`config.mk`:
```
export PLATFORM = sky130hd
export DESIGN_NAME = clkgen_div
export DESIGN_NICKNAME = d
export VERILOG_FILES = /design/src/rtl/clkgen_div.sv
export SDC_FILE = /design/constraint.sdc
export NUM_CORES = 1
export LEC_CHECK = 0
export ABC_CLOCK_PERIOD_IN_PS = 8650
export BUFFER_PORTS_ARGS = -buffer_cell sky130_fd_sc_hd__buf_2
export CAP_MARGIN = 10
export CORE_AREA = 5 5 159 161
export DETAILED_ROUTE_END_ITERATION = 6
export DIE_AREA = 0 0 164 166
export GPL_TIMING_DRIVEN = 1
export PLACE_DENSITY = 0.67
export SKIP_LAST_GASP = 1
export SYNTH_ARGS = -nofsm -noshare
export SYNTH_HDL_FRONTEND = slang
export SYNTH_SLANG_ARGS = --single-unit
```
`constraint.sdc`:
```
create_clock -name CLK -period 8.65 [get_ports CLK]
set_input_delay 1.2975 -clock CLK [delete_from_list [all_inputs] [get_ports CLK]]
set_output_delay 1.2975 -clock CLK [all_outputs]
set_load 0.02 [all_outputs]
```
`src/rtl/clkgen_div.sv`:
```
// Lock-qualified reset release plus CHANNELS runtime-programmable clock-enable dividers.
// Divisor writes go through a single pending slot and land only on period boundaries.
module clkgen_div #(
  parameter int unsigned CHANNELS    = 4,
  parameter int unsigned DIV_W       = 16,
  parameter int unsigned LOCK_WAIT   = 1024,
  parameter int unsigned DEFAULT_DIV = 2,
  localparam int unsigned CH_W       = (CHANNELS > 1) ? $clog2(CHANNELS) : 1
) (
  input  logic                CLK,
  input  logic                RST_N,
  input  logic                LOCKED_IN,
  input  logic                CFG_VALID,
  input  logic [CH_W-1:0]     CFG_CH,
  input  logic [DIV_W-1:0]    CFG_DIV,
  output logic                CFG_READY,
  output logic [CHANNELS-1:0] EN_OUT,
  output logic [CHANNELS-1:0] SQ_OUT,
  output logic                RST_OUT,
  output logic                READY
);

  localparam int unsigned SW = (LOCK_WAIT > 1) ? $clog2(LOCK_WAIT) : 1;

  typedef enum logic [1:0] {
    WAIT_LOCK,
    STABLE,
    RUN
  } state_t;

  state_t              state_q, state_d;
  logic [SW-1:0]       stab_q, stab_d;
  logic                ready_q, rst_out_q;

  logic [DIV_W-1:0]    div_q [CHANNELS];
  logic [DIV_W-1:0]    div_d [CHANNELS];
  logic [DIV_W-1:0]    cnt_q [CHANNELS];
  logic [DIV_W-1:0]    cnt_d [CHANNELS];
  logic [CHANNELS-1:0] sq_q, sq_d;
  logic [CHANNELS-1:0] en;
  logic [CHANNELS-1:0] apply;

  logic                pend_v_q, pend_v_d;
  logic [CH_W-1:0]     pend_ch_q, pend_ch_d;
  logic [DIV_W-1:0]    pend_div_q, pend_div_d;

  logic                run, run_d;
  logic                accept, in_range;

  // Lock qualification FSM
  always_comb begin
    state_d = state_q;
    stab_d  = '0;
    unique case (state_q)
      WAIT_LOCK: begin
        if (LOCKED_IN) state_d = STABLE;
      end
      STABLE: begin
        if (!LOCKED_IN) begin
          state_d = WAIT_LOCK;
        end else if (stab_q == SW'(LOCK_WAIT - 1)) begin
          state_d = RUN;
        end else begin
          stab_d = stab_q + SW'(1);
        end
      end
      RUN: begin
        if (!LOCKED_IN) state_d = WAIT_LOCK;
      end
      default: state_d = WAIT_LOCK;
    endcase
  end

  assign run   = (state_q == RUN);
  assign run_d = (state_d == RUN);

  // Pending write lands at the target's period boundary in RUN, or immediately otherwise.
  always_comb begin
    en    = '0;
    apply = '0;
    sq_d  = '0;
    for (int unsigned i = 0; i < CHANNELS; i++) begin
      en[i]    = run && (cnt_q[i] == (div_q[i] - DIV_W'(1)));
      apply[i] = pend_v_q && (pend_ch_q == CH_W'(i)) && (!run || en[i]);
      div_d[i] = apply[i] ? pend_div_q : div_q[i];
      cnt_d[i] = '0;
      if (run && run_d && !en[i]) cnt_d[i] = cnt_q[i] + DIV_W'(1);
      // Square output is registered from next-cycle count so it tracks cnt in the same cycle.
      sq_d[i]  = run_d && (cnt_d[i] < (div_d[i] >> 1));
    end
  end

  always_comb begin
    in_range = 1'b0;
    for (int unsigned i = 0; i < CHANNELS; i++) begin
      if (CFG_CH == CH_W'(i)) in_range = 1'b1;
    end
  end

  assign accept = CFG_VALID && !pend_v_q;

  always_comb begin
    pend_v_d   = pend_v_q;
    pend_ch_d  = pend_ch_q;
    pend_div_d = pend_div_q;
    if (pend_v_q) begin
      if (|apply) pend_v_d = 1'b0;
    end else if (accept && in_range) begin
      pend_v_d   = 1'b1;
      pend_ch_d  = CFG_CH;
      pend_div_d = (CFG_DIV == '0) ? DIV_W'(1) : CFG_DIV;
    end
  end

  always_ff @(posedge CLK or negedge RST_N) begin
    if (!RST_N) begin
      state_q    <= WAIT_LOCK;
      stab_q     <= '0;
      ready_q    <= 1'b0;
      rst_out_q  <= 1'b1;
      sq_q       <= '0;
      pend_v_q   <= 1'b0;
      pend_ch_q  <= '0;
      pend_div_q <= '0;
      for (int unsigned i = 0; i < CHANNELS; i++) begin
        div_q[i] <= DIV_W'(DEFAULT_DIV);
        cnt_q[i] <= '0;
      end
    end else begin
      state_q    <= state_d;
      stab_q     <= stab_d;
      ready_q    <= run_d;
      rst_out_q  <= !run_d;
      sq_q       <= sq_d;
      pend_v_q   <= pend_v_d;
      pend_ch_q  <= pend_ch_d;
      pend_div_q <= pend_div_d;
      for (int unsigned i = 0; i < CHANNELS; i++) begin
        div_q[i] <= div_d[i];
        cnt_q[i] <= cnt_d[i];
      end
    end
  end

  assign CFG_READY = !pend_v_q;
  assign EN_OUT    = en;
  assign SQ_OUT    = sq_q;
  assign RST_OUT   = rst_out_q;
  assign READY     = ready_q;

endmodule

```
# After elaboration in Yosys (flattened, before gate mapping)
# Cells that the tools add are included.
# Widths: inputs -> output; s select.
[classes]
add_sub_neg = 9
n_lt_le_gt_ge = 4
n_eq_ne = 14
n_mux = 24
bitwise = 1
n_reduce_logical = 40
[ops]
columns = ["operator", "count"]
rows = [
  ["$mux 16", 9],
  ["$add 16x1->16 const B", 4],
  ["$eq 16x16->1", 4],
  ["$lt 16x15->1", 4],
  ["$sub 16x1->16 const B", 4],
  ["$mux 10", 3],
  ["$logic_and 1x1->1", 23],
  ["$logic_not 16->1", 1],
  ["$eq 2x2->1 const B", 6],
  ["$add 10x1->10 const B", 1],
  ["$eq 10x10->1 const B", 1],
  ["$mux 2", 4],
  ["$logic_not 1->1", 7],
  ["$mux 1", 7],
  ["$eq 2x1->1 const B", 3],
  ["$logic_not 2->1", 3],
  ["$pmux 2 s3", 1],
  ["$logic_or 1x1->1", 4],
  ["$reduce_or 4->1", 1],
  ["$reduce_and 2->1", 1],
  ["$not 1->1", 1],
]
[word_totals]
reg_bits = 165
input_bits = 22
output_inout_bits = 11
wordCells = 112

# Logic depth before layout (Yosys ltp)
# Gate-level depths: netlist of run 1.
[depth]
depth_word = 10
mapped_depth = 22
depth_no_buf = 19

# Least setup slack after synthesis of run 1
# Ideal clock, no wire load.
[synth_path]
path_kind = "reg-to-reg"
start = "reg div_q[18] (netlist name)"
end = "reg sq_q[2], in the netlist SQ_OUT[2]"
setup_ps = 137
arrival_ps = 4711
t_required_ps = 8513
slack_ps = 3802
stages_incl_launch_ff = 21
n_path_buf = 4
synth_period_minus_slack_ps = 4848
path_cell_list = "dfrtp_1 -> clkbuf_1 -> nor4_1 -> clkbuf_1 -> nand4b_1 -> or4b_2 -> nand3_1 -> o2111ai_1 -> or2_1 -> a211o_1 -> clkbuf_1 -> clkbuf_1 -> mux2i_1 -> ha_1 -> and4_1 -> o21ai_0 -> a211oi_1 -> nand2_1 -> or4_1 -> a21oi_1 -> a211oi_1"
[synth_via]
elab_chain_cells = 8
word_cells_on_any_way = 11
cone_classes = "add/sub: 1; order compare: 1; eq/ne: 1; mux: 2; reduce/logical: 6"
[synth_lines]
columns = ["item", "line", "source"]
rows = [
  ["start, declared", "35", "logic [DIV_W-1:0] div_q [CHANNELS];"],
  ["start signal, assigned by index", "126", "div_q[i] <= DIV_W'(DEFAULT_DIV);"],
  ["start signal, assigned by index", "139", "div_q[i] <= div_d[i];"],
  ["$sub 16x1->16", "83", "en[i] = run && (cnt_q[i] == (div_q[i] - DIV_W'(1)));"],
  ["$eq 16x16->1", "83", ""],
  ["$logic_and 1x1->1", "83", ""],
  ["$logic_not 1->1 or $logic_or 1x1->1 (tied branches)", "87, 84", ""],
  ["$logic_and 1x1->1 (on tied branches)", "87, 84", ""],
  ["$mux 16 (on tied branches)", "87, 85", ""],
  ["$lt 16x15->1 *", "89", "sq_d[i] = run_d && (cnt_d[i] < (div_d[i] >> 1));"],
  ["$logic_and 1x1->1 *", "89", ""],
  ["named net sq_d[2]", "39", "logic [CHANNELS-1:0] sq_q, sq_d;"],
  ["end signal, assigned", "134", "sq_q <= sq_d;"],
  ["end, declared", "39", ""],
]
# The timed path passes the listed nets; every way through them passes the cells marked *.
# A chain may end at the register's enable or synchronous reset.

# Final worst setup path of run 1
[layout_path]
start = "reg div_q[35] (netlist name)"
end = "reg sq_q[1], in the netlist SQ_OUT[1]"
# The elaborated chain is that of the path after synthesis.

==> impl_metrics.toml, run 1 <==
[route]
wirelength_microns = 27200
routed_via_density = 5.77
final_antenna_net_count = 0
drc_errors = 0
num_vias = 8506
drt_pass1_iterations = 5
drt-initial-drc-count = 601
routedWlPerCell_microns = 18.5

[critical_path]
worst_r2r_endpoint = "SQ_OUT[1]$_DFF_PN0_"
path_max_fanout = 15
reg2reg_slack_ps = 3170
reg2reg_from = "div_q[35]$_DFF_PN0_"
cp-end-kind = "flop"
arrival_ps = 5790
path_class = "flop to flop"
startpoint_type = "flop"
reg2reg_depth = 16
critPathRequiredTime_ps = 8970

[sta]
finalMaxSlewViolations = 0
rsz0062_at_grt = "false"
finalSetupViolations = 0
hold_viol_final = 0
period_needed_ps = 5480
fmax_ghz = 0.183
slew_headroom_pct = 30.0
finalCritPeriodShare_pct = 63.3
worst_pin_slew_ps = 1050
fin_setup_tns_ps = 0
setup_slack_ps = 3170
fin_skew_ps = 9.82

[final_layout]
fin_area_sq_um = 12000
diodes = 0
fin_cells = 1474
syn2layout_area_growth_pct = 10.2
drive_gt1_share_pct = 13.5
n_fill_cell = 2222
final_nets = 1224

[floorplan]
die_y_microns = 166
io_pins = 33
dieArea_sq_um = 27200
die_w_microns = 164
initial_core_util_pct = 45.7
coreArea_sq_um = 23800
rows = 57

[synth]
syn_area_per_cell_sq_um = 9.70
yosys_warnings = 0
synth_edf_count = 0
ys_top_cells_by_area = "dfrtp_1 37%, ha_1 7.5%, mux2_2 6.4%"
ys_ff_latch = 165
postSynth.asyncResetShare_pct = 100
mappedNetlistNets = 1210
synth_cell_types = 68
yosys.area.top_type = "dfrtp_1"
synth_cells = 1123
synth_top_area_share_pct = 36.8
synth_ff_type = "dfrtp_1"
netlist_area_sq_um = 10900
yosysSeqAreaShare_pct = 38.0

[power_and_ir_drop]
peakVddDrop_uv = 166
power_density_nw_per_um2 = 297
totalPowerFinal_uw = 3560
power_leakage_uw = 0.00528

[status]
run_status = "complete, no violations"

[min_path]
min_path_type = "flop to flop"
hold-path-cell-count = 1
worstHoldStart = "stab_q[0]$_DFF_PN0_"
worst_hold_path.endpoint = "stab_q[0]$_DFF_PN0_"

[placement]
place_congestion = 0.878
place_inst = 1442
hpwl_microns = 20000
dp_worst_setup_slack_ps = 3280
portBuffers = 32
dpl_cell_area_sq_um = 11400

[global_route]
gr-usage-all-layers_pct = 20.6
grt_pass1_vias = 8341
grt_overflow_total = 0
grt_max_degree = 115
antenna_found_initial = 0
grt_pass1_wl_microns = 44500

[cts]
root_buffer = "clkbuf_16"
ctsResizeCount = 0
clock_latency_ps = 440
cts_max_path_buffers = 2
htree_levels = 4
numCtsBuffers = 17
path_clk_slew_ps = 70
holdBufCountCts = 0
postCtsSetupBuffers = 0
cts_tree = "done"
cts.sinks = 165

[run]
maxCapViolations = 0
worst max-delay path, stage by stage, from the launching register on:
cell and delay (ps):
dfrtp_1 490, nor4_1 810, a21boi_0 270, nor4_1 330
nor3_1 110, or3_1 370, o31a_1 280, nor2_2 640
buf_4 390, mux2i_1 130, ha_1 340, and4_1 190
o21ai_0 90, a211oi_1 300, and2_1 220, o311ai_0 220
o211a_1 190
metal layers:
| layer | routed length (microns) | part of all wire, % | track usage, % |
|---|---|---|---|
| met1 | 12900 | 48 | 29.6 |
| met2 | 12200 | 45 | 31.0 |
| met3 | 1090 | 4.0 | 3.30 |
| met4 | 991 | 3.6 | 8.72 |
| met5 | 0 | 0 | 0 |
kinds of logic after synthesis:
family | Yosys count | synth area share, %
AND/OR/NAND/NOR | 400 | 19.5
flip-flops | 165 | 38.0
AO/OA/AOI/OAI | 155 | 9.85
XOR/XNOR | 128 | 10.3
multiplexers | 120 | 11.7
buffers and inverters | 90 | 3.18
adder cells (fa/ha/maj) | 65 | 7.47
through the flow:
step | utilization, % | hold WS (ps)
3_5_place_dp | 47.7 | 473
6_report | 50.4 | 482
5_1_grt | 50.4 | 516
3_3_place_gp | 47.6 | 469
4_1_cts | 50.4 | 482
2_1_floorplan | - | 448
power breakdown:
group	switching, uW	internal (uW)
Clock	341	492
Sequential	421	976
Combinational	683	650
Total	1440	2120
worst max-delay path by stage:
stage,startpoint,to
after detailed placement,div_q[35]$_DFF_PN0_,SQ_OUT[1]$_DFF_PN0_
after CTS,div_q[35]$_DFF_PN0_,SQ_OUT[1]$_DFF_PN0_
after global placement,div_q[35]$_DFF_PN0_,SQ_OUT[1]$_DFF_PN0_
after global routing,div_q[35]$_DFF_PN0_,SQ_OUT[1]$_DFF_PN0_
final,div_q[35]$_DFF_PN0_,SQ_OUT[1]$_DFF_PN0_
after floorplan,div_q[18]$_DFF_PN0_,SQ_OUT[2]$_DFF_PN0_
layout make-up:
cell class | count | area, sq um | share of cell area, %
Multi-Input combinational cell | 868 | 6410 | 53.4
Sequential cell | 165 | 4140 | 34.5
Clock buffer | 17 | 425 | 3.55
Tap cell | 324 | 405 | 3.38
Timing Repair Buffer | 42 | 241 | 2.01
Clock inverter | 15 | 216 | 1.80
Inverter | 43 | 161 | 1.35
registers in the layout (all words and copies together) (netlist names):
register	count
cnt_q	64
div_q	64
pend_div_q	16
stab_q	10
SQ_OUT	4
pend_ch_q	2
state_q	2
READY	1
RST_OUT	1
pend_v_q	1
synth_stat cells, drive strengths merged (6+ instances only):
cell / n
a211oi: 12
a21o: 25
a21oi: 32
and2: 6
and3: 19
and4: 8
buf: 13
clkbuf: 34
dfrtp: 160
ha: 65
inv: 43
mux2: 62
mux2i: 58
nand2: 45
nand2b: 8
nand3: 49
nand3b: 10
nand4: 25
nor2: 118
nor2b: 11
nor3: 26
nor4: 21
o211ai: 7
o21a: 8
o21ai: 27
or3: 16
or4: 13
xnor2: 74
xor2: 54
layout by cell type (no fill, tap or decap), types with 10 or more instances in the layout:
cell type	count
a211oi_1	12
a21o_1	25
a21oi_1	32
and3_1	19
buf_2	31
buf_4	10
clkbuf_16	17
dfrtp_1	160
ha_1	65
inv_1	43
mux2_2	62
mux2i_1	58
nand2_1	45
nand3_1	49
nand3b_1	10
nand4_1	24
nor2_1	117
nor2b_1	10
nor3_1	26
nor4_1	21
o21ai_0	23
or3_1	16
or4_1	12
xnor2_1	74
xor2_1	54
Note: power is estimated with default switching activity, not from simulation.
==> inputs of run 2 (changes only) <==
ABC_AREA = 1   (was default)
ABC_CLOCK_PERIOD_IN_PS = 5100   (was 8650)
CORE_AREA = 5 5 162 164   (was 5 5 159 161)
DIE_AREA = 0 0 167 169   (was 0 0 164 166)
clock period = 5.1 ns   (was 8.65 ns; I/O delays follow)
==> impl_metrics.toml, run 2 <==
[status]
run_status = "complete, no violations"

[final_layout]
drive_gt1_share_pct = 10.5
syn2layout_area_growth_pct = 9.64
top_regs = "cnt_q (64), div_q (64), pend_div_q (16)"
n_fill_cell = 2424
layout_common_cells = "409 x nand2_1, 225 x inv_1, 174 x nor2_1"
fin_cells = 1933
layout_commonest_cell = "nand2_1"
final_nets = 1677
diodes = 0

[global_route]
grt_pass1_vias = 9516
grt_max_degree = 101
antenna_found_initial = 0
gr-usage-all-layers_pct = 21.0
grt_pass1_wl_microns = 47800
grt_overflow_total = 0

[run]
maxCapViolations = 0

[cts]
postCtsSetupBuffers = 0
htree_levels = 4
holdBufCountCts = 0
cts_max_path_buffers = 2
clock_latency_ps = 430
cts.sinks = 165
ctsResizeCount = 0
root_buffer = "clkbuf_16"
numCtsBuffers = 17
path_clk_slew_ps = 70
cts_tree = "done"

[sta]
fmax_ghz = 0.260
worst_pin_slew_ps = 955
hold_viol_final = 0
slew_headroom_pct = 36.2
fin_setup_tns_ps = 0
fin_hold_ws_ps = 324
fin_skew_ps = 8.17
period_needed_ps = 3840
rsz0062_at_grt = "false"
finalSetupViolations = 0
finalCritPeriodShare_pct = 75.3
finalMaxSlewViolations = 0

[critical_path]
slowest_delay_ps = 530
path_class = "flop to flop"
critPathMostFrequentCell = "nand2_1"
startpoint_type = "flop"
critPathRequiredTime_ps = 5460
reg2reg_slack_ps = 1260
path_max_fanout = 23
reg2reg_depth = 21
worst_r2r_endpoint = "SQ_OUT[2]$_DFF_PN0_"
cp-startpoint = "div_q[16]$_DFFE_PN0N_"
endpoint = "SQ_OUT[2]$_DFF_PN0_"
arrival_ps = 4200
crit_chain = "inv_2, ha_1, nand3_4, nor2_4, nand2_1, nand2_1, nand2_1, nor2_1, nand2_1, nor2_1, nand2_2, nand2_2, nand2_1, buf_4, o21ai_2, inv_1, ha_1, a21oi_1, a21o_1, o2111ai_1, a21oi_1"
reg2reg_from = "div_q[16]$_DFFE_PN0N_"
cpMaxStageDelayCell = "nand2_1"
cp-end-kind = "flop"

[route]
wirelength_microns = 29000
drt-initial-drc-count = 674
routed_via_density = 5.04
routedWlPerCell_microns = 15.0
final_antenna_net_count = 0
drc_errors = 0
drt_pass1_iterations = 7
num_vias = 9737

[synth]
mappedNetlistNets = 1642
synth_cells = 1555
ys_top_cells_by_area = "dfrtp_1 35%, nand2_1 14%, inv_1 7.5%"
synth_edf_count = 0
yosysSeqAreaShare_pct = 36.6
netlist_area_sq_um = 11300
yosys-top-cells-count = "409 x nand2_1, 225 x inv_1, 174 x nor2_1"
postSynth.asyncResetShare_pct = 100
yosys_warnings = 0
ys_ff_latch = 165
yosysMostFrequentCell = "nand2_1"
synth_cell_types = 48
synth_top_area_share_pct = 35.4
syn_area_per_cell_sq_um = 7.26
synth_ff_type = "dfrtp_1"
yosys.area.top_type = "dfrtp_1"

[floorplan]
coreArea_sq_um = 24700
initial_core_util_pct = 45.6
die_w_microns = 167
rows = 58
die_y_microns = 169
io_pins = 33
dieArea_sq_um = 28200

[min_path]
min_path_type = "input port to asynchronous set/reset pin"

[placement]
portBuffers = 32
place_congestion = 0.878
place_inst = 1901
hpwl_microns = 22400

[power_and_ir_drop]
peakVddDrop_uv = 260
power_leakage_uw = 0.00618
power_density_nw_per_um2 = 477
-- run 2: worst min-delay path by stage --
stage                          from  slack [ps]  cells past startpoint             endpoint
2_1_floorplan  state_q[1]$_DFF_PN0_         460                      1  stab_q[8]$_DFF_PN0_
4_1_cts                       RST_N         350                      1   cnt_q[3]$_DFF_PN0_
5_1_grt                       RST_N         380                      1   cnt_q[1]$_DFF_PN0_
6_report                      RST_N         320                      1   cnt_q[3]$_DFF_PN0_
3_5_place_dp   state_q[1]$_DFF_PN0_         490                      1  stab_q[8]$_DFF_PN0_
3_3_place_gp   state_q[1]$_DFF_PN0_         470                      1  stab_q[8]$_DFF_PN0_
-- run 2: report_power, final --
group	switching [uW]	internal, uW	leakage [uW]
Sequential	462	1650	0.00211
Clock	568	707	0.000275
Combinational	1610	907	0.00379
Total	2640	3270	0.00618
-- run 2: area by class of cell --
type	instances	area, sq um	share of cell area (%)
clock buffer	20	457	3.69
sequential	165	4140	33.4
timing repair buffer	34	194	1.57
clock inverter	12	121	0.980
multi-input combinational	1134	6160	49.7
tap	330	413	3.33
inverter	238	907	7.33
-- run 2: worst max-delay path, delay by kind of cell (launching register included) --
family          cells  cell delay (ps)
simple gates       11             1530
fa+ha+maj           2              570
buf+inv             3              580
compound gates      5              660
flops               1              410
-- run 2: metal layers --
| layer | track usage [%] | up-vias | part of all wire (%) |
|---|---|---|---|
| li1 | - | 4997 | - |
| met1 | 27.9 | 4512 | 46 |
| met2 | 34.9 | 177 | 47 |
| met3 | 2.48 | 51 | 3.3 |
| met4 | 8.50 | 0 | 3.7 |
| met5 | 0 | - | 0 |
-- run 2: cell families (layout without fill, tap and decap cells) --
family / after synthesis / in the layout / synth area share [%]
AO/OA/AOI/OAI: 146 / 146 / 7.09
XOR/XNOR: 74 / 74 / 5.80
adder cells (fa/ha/maj): 65 / 65 / 7.20
buffers and inverters: 256 / 304 / 8.88
flip-flops: 165 / 165 / 36.6
AND/OR/NAND/NOR: 849 / 849 / 34.4
-- run 2: stage by stage --
step           total power (uW)  worst slack (ps)  cell area [sq um]  utilization [%]
4_1_cts                    5930              1280              12400             50.0
3_5_place_dp               4640              1300              11800             47.7
6_report                   5910              1260              12400             50.0
2_1_floorplan              3940              2120              11300                -
5_1_grt                    6440               799              12400             50.0
3_3_place_gp               4580              1340              11800             47.7
